### config.mk
export PLATFORM = sky130hd
export DESIGN_NAME = e203_dtcm_ctrl
export DESIGN_NICKNAME = d
export VERILOG_FILES = /design/src/rtl/e203_dtcm_ctrl.sv
export SDC_FILE = /design/constraint.sdc
export NUM_CORES = 1
export LEC_CHECK = 0
export CAP_MARGIN = 5
export CELL_PAD_IN_SITES_DETAIL_PLACEMENT = 1
export CELL_PAD_IN_SITES_GLOBAL_PLACEMENT = 2
export CORE_MARGIN = 8
export CORE_UTILIZATION = 39
export DETAILED_ROUTE_END_ITERATION = 8
export DONT_BUFFER_PORTS = 1
export GPL_ROUTABILITY_DRIVEN = 1
export HOLD_SLACK_MARGIN = 0.02
export PLACE_DENSITY_LB_ADDON = 0.05
export SLEW_MARGIN = 20
export SYNTH_ARGS = -nofsm -noshare
export SYNTH_HDL_FRONTEND = slang
export SYNTH_SLANG_ARGS = --single-unit
### constraint.sdc
create_clock -name clk -period 3.26 [get_ports clk]
set_input_delay 0.652 -clock clk [delete_from_list [all_inputs] [get_ports clk]]
set_output_delay 0.652 -clock clk [all_outputs]
set_load 0.005 [all_outputs]
### src/rtl/e203_dtcm_ctrl.sv
// DTCM SRAM controller: single-cycle SRAM access, in-order response path with
// a two-entry skid FIFO, and an idle-driven light-sleep power state machine.
module e203_dtcm_ctrl #(
    parameter int AW      = 14,
    parameter int DW      = 32,
    parameter int IDLE_LS = 16
) (
    input  logic            clk,
    input  logic            rst,
    input  logic            cmd_valid,
    output logic            cmd_ready,
    input  logic            cmd_read,
    input  logic [AW-1:0]   cmd_addr,
    input  logic [DW-1:0]   cmd_wdata,
    input  logic [DW/8-1:0] cmd_wmask,
    output logic            rsp_valid,
    input  logic            rsp_ready,
    output logic [DW-1:0]   rsp_rdata,
    output logic            dtcm_ram_cs,
    output logic            dtcm_ram_we,
    output logic [AW-1:0]   dtcm_ram_addr,
    output logic [DW/8-1:0] dtcm_ram_wem,
    output logic [DW-1:0]   dtcm_ram_din,
    input  logic [DW-1:0]   dtcm_ram_dout,
    output logic            dtcm_ram_ls,
    output logic            dtcm_ram_ds,
    output logic            dtcm_ram_sd
);

    localparam int MW = DW / 8;
    localparam logic [7:0] IDLE_MAX = 8'(IDLE_LS);

    typedef enum logic [1:0] {
        ST_ACTIVE = 2'd0,
        ST_SLEEP  = 2'd1,
        ST_WAKE   = 2'd2
    } pwr_state_e;

    pwr_state_e    state_q, state_d;
    logic [7:0]    idle_cnt_q, idle_cnt_d;
    logic          pend_q, pend_d;
    logic          pend_rd_q, pend_rd_d;
    logic [DW-1:0] fifo_mem_q [2];
    logic [DW-1:0] fifo_mem_d [2];
    logic          wr_ptr_q, wr_ptr_d;
    logic          rd_ptr_q, rd_ptr_d;
    logic [1:0]    count_q, count_d;

    logic          fifo_nonempty_s;
    logic [1:0]    occ_s;
    logic [DW-1:0] bypass_data_s;
    logic          push_s;
    logic          pop_s;
    logic          idle_now_s;

    // SRAM command side and response-path outputs
    always_comb begin
        fifo_nonempty_s = (count_q != 2'd0);
        // Occupancy only counts registered state, so rsp_ready never reaches cmd_ready.
        occ_s           = count_q + {1'b0, pend_q};
        cmd_ready       = ~rst & (state_q == ST_ACTIVE) & (occ_s < 2'd2);
        dtcm_ram_cs     = cmd_valid & cmd_ready;
        dtcm_ram_we     = dtcm_ram_cs & ~cmd_read;
        dtcm_ram_addr   = cmd_addr;
        dtcm_ram_din    = cmd_wdata;
        if (dtcm_ram_we) begin
            dtcm_ram_wem = cmd_wmask;
        end else begin
            dtcm_ram_wem = {MW{1'b0}};
        end
        if (pend_rd_q) begin
            bypass_data_s = dtcm_ram_dout;
        end else begin
            bypass_data_s = {DW{1'b0}};
        end
        rsp_valid = ~rst & (fifo_nonempty_s | pend_q);
        if (rst) begin
            rsp_rdata = {DW{1'b0}};
        end else if (fifo_nonempty_s) begin
            rsp_rdata = fifo_mem_q[rd_ptr_q];
        end else if (pend_q) begin
            rsp_rdata = bypass_data_s;
        end else begin
            rsp_rdata = {DW{1'b0}};
        end
        dtcm_ram_ls = ~rst & (state_q == ST_SLEEP);
        dtcm_ram_ds = 1'b0;
        dtcm_ram_sd = 1'b0;
    end

    // Pending-result capture and response FIFO bookkeeping
    always_comb begin
        pend_d     = dtcm_ram_cs;
        pend_rd_d  = dtcm_ram_cs & cmd_read;
        pop_s      = fifo_nonempty_s & rsp_ready;
        // The SRAM result lives for one cycle only; park it unless it leaves via bypass.
        push_s     = pend_q & ~(~fifo_nonempty_s & rsp_ready);
        fifo_mem_d = fifo_mem_q;
        if (push_s) begin
            fifo_mem_d[wr_ptr_q] = bypass_data_s;
        end else begin
            fifo_mem_d[wr_ptr_q] = fifo_mem_q[wr_ptr_q];
        end
        wr_ptr_d = wr_ptr_q ^ push_s;
        rd_ptr_d = rd_ptr_q ^ pop_s;
        case ({push_s, pop_s})
            2'b10:   count_d = count_q + 2'd1;
            2'b01:   count_d = count_q - 2'd1;
            default: count_d = count_q;
        endcase
    end

    // Idle counter and power-state next-state logic
    always_comb begin
        idle_now_s = ~dtcm_ram_cs & ~pend_q & ~fifo_nonempty_s;
        if ((state_q == ST_ACTIVE) && idle_now_s) begin
            if (idle_cnt_q >= IDLE_MAX) begin
                idle_cnt_d = IDLE_MAX;
            end else begin
                idle_cnt_d = idle_cnt_q + 8'd1;
            end
        end else begin
            idle_cnt_d = 8'd0;
        end
        state_d = state_q;
        case (state_q)
            ST_ACTIVE: begin
                if (idle_now_s && (idle_cnt_d == IDLE_MAX)) begin
                    state_d = ST_SLEEP;
                end else begin
                    state_d = ST_ACTIVE;
                end
            end
            ST_SLEEP: begin
                if (cmd_valid) begin
                    state_d = ST_WAKE;
                end else begin
                    state_d = ST_SLEEP;
                end
            end
            ST_WAKE:  state_d = ST_ACTIVE;
            default:  state_d = ST_ACTIVE;
        endcase
    end

    // State registers with synchronous reset
    always_ff @(posedge clk) begin
        if (rst) begin
            state_q       <= ST_ACTIVE;
            idle_cnt_q    <= 8'd0;
            pend_q        <= 1'b0;
            pend_rd_q     <= 1'b0;
            fifo_mem_q[0] <= {DW{1'b0}};
            fifo_mem_q[1] <= {DW{1'b0}};
            wr_ptr_q      <= 1'b0;
            rd_ptr_q      <= 1'b0;
            count_q       <= 2'd0;
        end else begin
            state_q       <= state_d;
            idle_cnt_q    <= idle_cnt_d;
            pend_q        <= pend_d;
            pend_rd_q     <= pend_rd_d;
            fifo_mem_q[0] <= fifo_mem_d[0];
            fifo_mem_q[1] <= fifo_mem_d[1];
            wr_ptr_q      <= wr_ptr_d;
            rd_ptr_q      <= rd_ptr_d;
            count_q       <= count_d;
        end
    end

endmodule

==> results.tsv <==
metric	value	unit
TritonCTS Buffers	9	
io pins	176	
Hold Crit Class	input port to flop	
synthesized area	4620	sq um
post-CTS setup buffers	0	
Vias/cell	5.63	
DR WL/cell	20.1	microns
Vias	3423	
clock skew	4.47	ps
fmax	389	MHz
Placer Congestion	0.678	
Yosys cell types	40	
Max rail drop VDD	238	uV
layout cells sized above 1	14.0	%
Critical Path Fanout Max	17	
clk buf depth	2	
Crit path max-delay family	flip-flops	
Post-CTS Resized	0	
clock-pin transition on the worst setup and hold timing paths	60	ps
post-route DRC violation count	0	
Setup CP Type	flop to output pin	
worst-margin pin slew	685	ps
Tmin final	2570	ps
row count	39	
global-route wire length before repair	19900	microns
pwr dens	586	nW/um^2
grt peak-use layer	met2	
total core area	11500	sq um
root buffer cell	clkbuf_16	
leak pwr	1.78	nW
unrepaired setup endpoints after global routing	no	
GR Util All Layers	15.5	%
Critical Path Max Stage Delay	650	ps
Final Hold Viols	0	
cells after synthesis	528	
initial antenna violation count	0	
clk_lat worst skew	340	ps
max_cap viols	0	
most frequent cells in the layout	dfxtp_1, o21ai_0, nor2_1, nand2b_1	
port bufs	0	
post-route cell area	4660	sq um
number of synthesized flops with an enable pin	0	
ANT nets after route	0	
Die Y	125	microns
total negative slack	0	ps
status	finished clean	
DIE WIDTH	125	microns
# diodes	0	
Initial Util	40.3	%
CTS tree	built	
critical path, cell by cell	buf_4 -> mux2_2 -> a22oi_1 -> nor2_1	
M1 GR Usage	18.7	%
top cell type's share of synthesized area	34.7	%
Placement Cell Area	4340	sq um
Worst Setup End Kind	output pin	
CP bufs+invs	1	
final period utilization	78.9	%
FFs w/ async S/R, synth	0	%
Setup crit start kind	flop	
largest net degree at the start of global routing	139	
Pins Over Slew Limit	0	
vias in the first global route	3691	
Synth area leader	dfxtp_1	
sequential share of the synthesized area	34.7	%
Area growth, synth to finish	0.975	%
final setup fails	0	
GR Util met3	6.38	%
dominant cells by area after synthesis	dfxtp_1, buf_4, mux2_2	
# nets final	550	
drt initial violations	177	
Synth Warn #	0	
commonest non-fill, non-tap cell in the layout	dfxtp_1	
die area	15600	sq um
syn_area_per_cell	8.75	sq um
Rel. slew slack	53.9	%
Worst EP arrival	1920	ps
Sink Count	80	
Detailed Place HPWL	7690	microns
H-tree levels	3	
hold_buf cts	0	
DR pass1 iterations	4	
WHS	434	ps
Routed WL	12200	microns
grt total ovfl	0	
CP max stage cell	dfxtp_2	
register bit total from synthesis	80	
met2 Usage GRT	24.5	%
Crit path required time	2610	ps
ys flop type	dfxtp_1	
==> sequential cells by signal (all words and copies together), names as in the netlist <==
| signal | flops |
|---|---|
| fifo_mem_q | 64 |
| idle_cnt_q | 8 |
| count_q | 2 |
| state_q | 2 |
| pend_q | 1 |
| pend_rd_q | 1 |
| rd_ptr_q | 1 |
| wr_ptr_q | 1 |
==> cell families after synthesis <==
group	synth area share (%)
AND/OR/NAND/NOR	21.8
AO/OA/AOI/OAI	13.8
buffers and inverters	13.1
flip-flops	34.7
multiplexers	14.7
XOR/XNOR	0.948
adder cells (fa/ha/maj)	0.813
other	0.0812
==> worst register-to-register path: stages, from the launching register on <==
cell	delay, ps
dfxtp_1	420
or3b_1	480
nand2b_1	520
buf_12	240
o21ai_0	110
==> report_power, final <==
part | leakage (nW) | switching (mW) | internal [mW]
combinational | 0.984 | 0.353 | 0.187
sequential | 0.647 | 0.0795 | 1.01
clock | 0.152 | 0.410 | 0.690
total | 1.78 | 0.843 | 1.89
==> cell type report <==
| cell class | count | area (sq um) |
|---|---|---|
| flip-flops and latches | 80 | 1600 |
| fillers | 1320 | 6800 |
| well taps | 143 | 179 |
| inverters | 7 | 26.3 |
| clock inverters | 5 | 80.1 |
| multi-input cells | 352 | 2430 |
| clock buffers | 11 | 243 |
| repair buffers | 10 | 100 |
==> per-layer routing <==
metal / wire length [microns] / share of wire (%)
met5: 0 / 0
met4: 173 / 1.4
met3: 978 / 8.0
met2: 5640 / 46
met1: 5410 / 44
==> synth_stat cells (all sizes together) (6+ instances only) <==
| library cell | instances |
|---|---|
| a21oi | 6 |
| a22oi | 30 |
| and2 | 6 |
| buf | 65 |
| clkbuf | 28 |
| dfxtp | 80 |
| inv | 7 |
| mux2 | 32 |
| mux2i | 32 |
| nand2b | 34 |
| nand3b | 32 |
| nor2 | 37 |
| nor2b | 32 |
| o21ai | 68 |
==> path summary, 6_finish.rpt <==
check / start / end / slack, ps / cells after the start
max reg2reg: count_q[1] / fifo_mem_q[44] / 1380 / 4
min reg2reg: idle_cnt_q[0] / idle_cnt_q[0] / 470 / 1
max: rd_ptr_q / rsp_rdata[13] / 690 / 4
min: cmd_valid / pend_q / 430 / 1
==> metrics by stage <==
step | std cells | util, % | power, mW | worst slack, ps
after floorplan | 532 | - | 1.55 | 998
after global placement | 592 | 37.9 | 1.65 | 916
after detailed placement | 592 | 37.9 | 1.66 | 904
after CTS | 608 | 40.7 | 2.78 | 636
after global routing | 608 | 40.7 | 2.87 | 568
final | 608 | 40.7 | 2.73 | 688
Note: power is estimated with default switching activity, not from simulation.
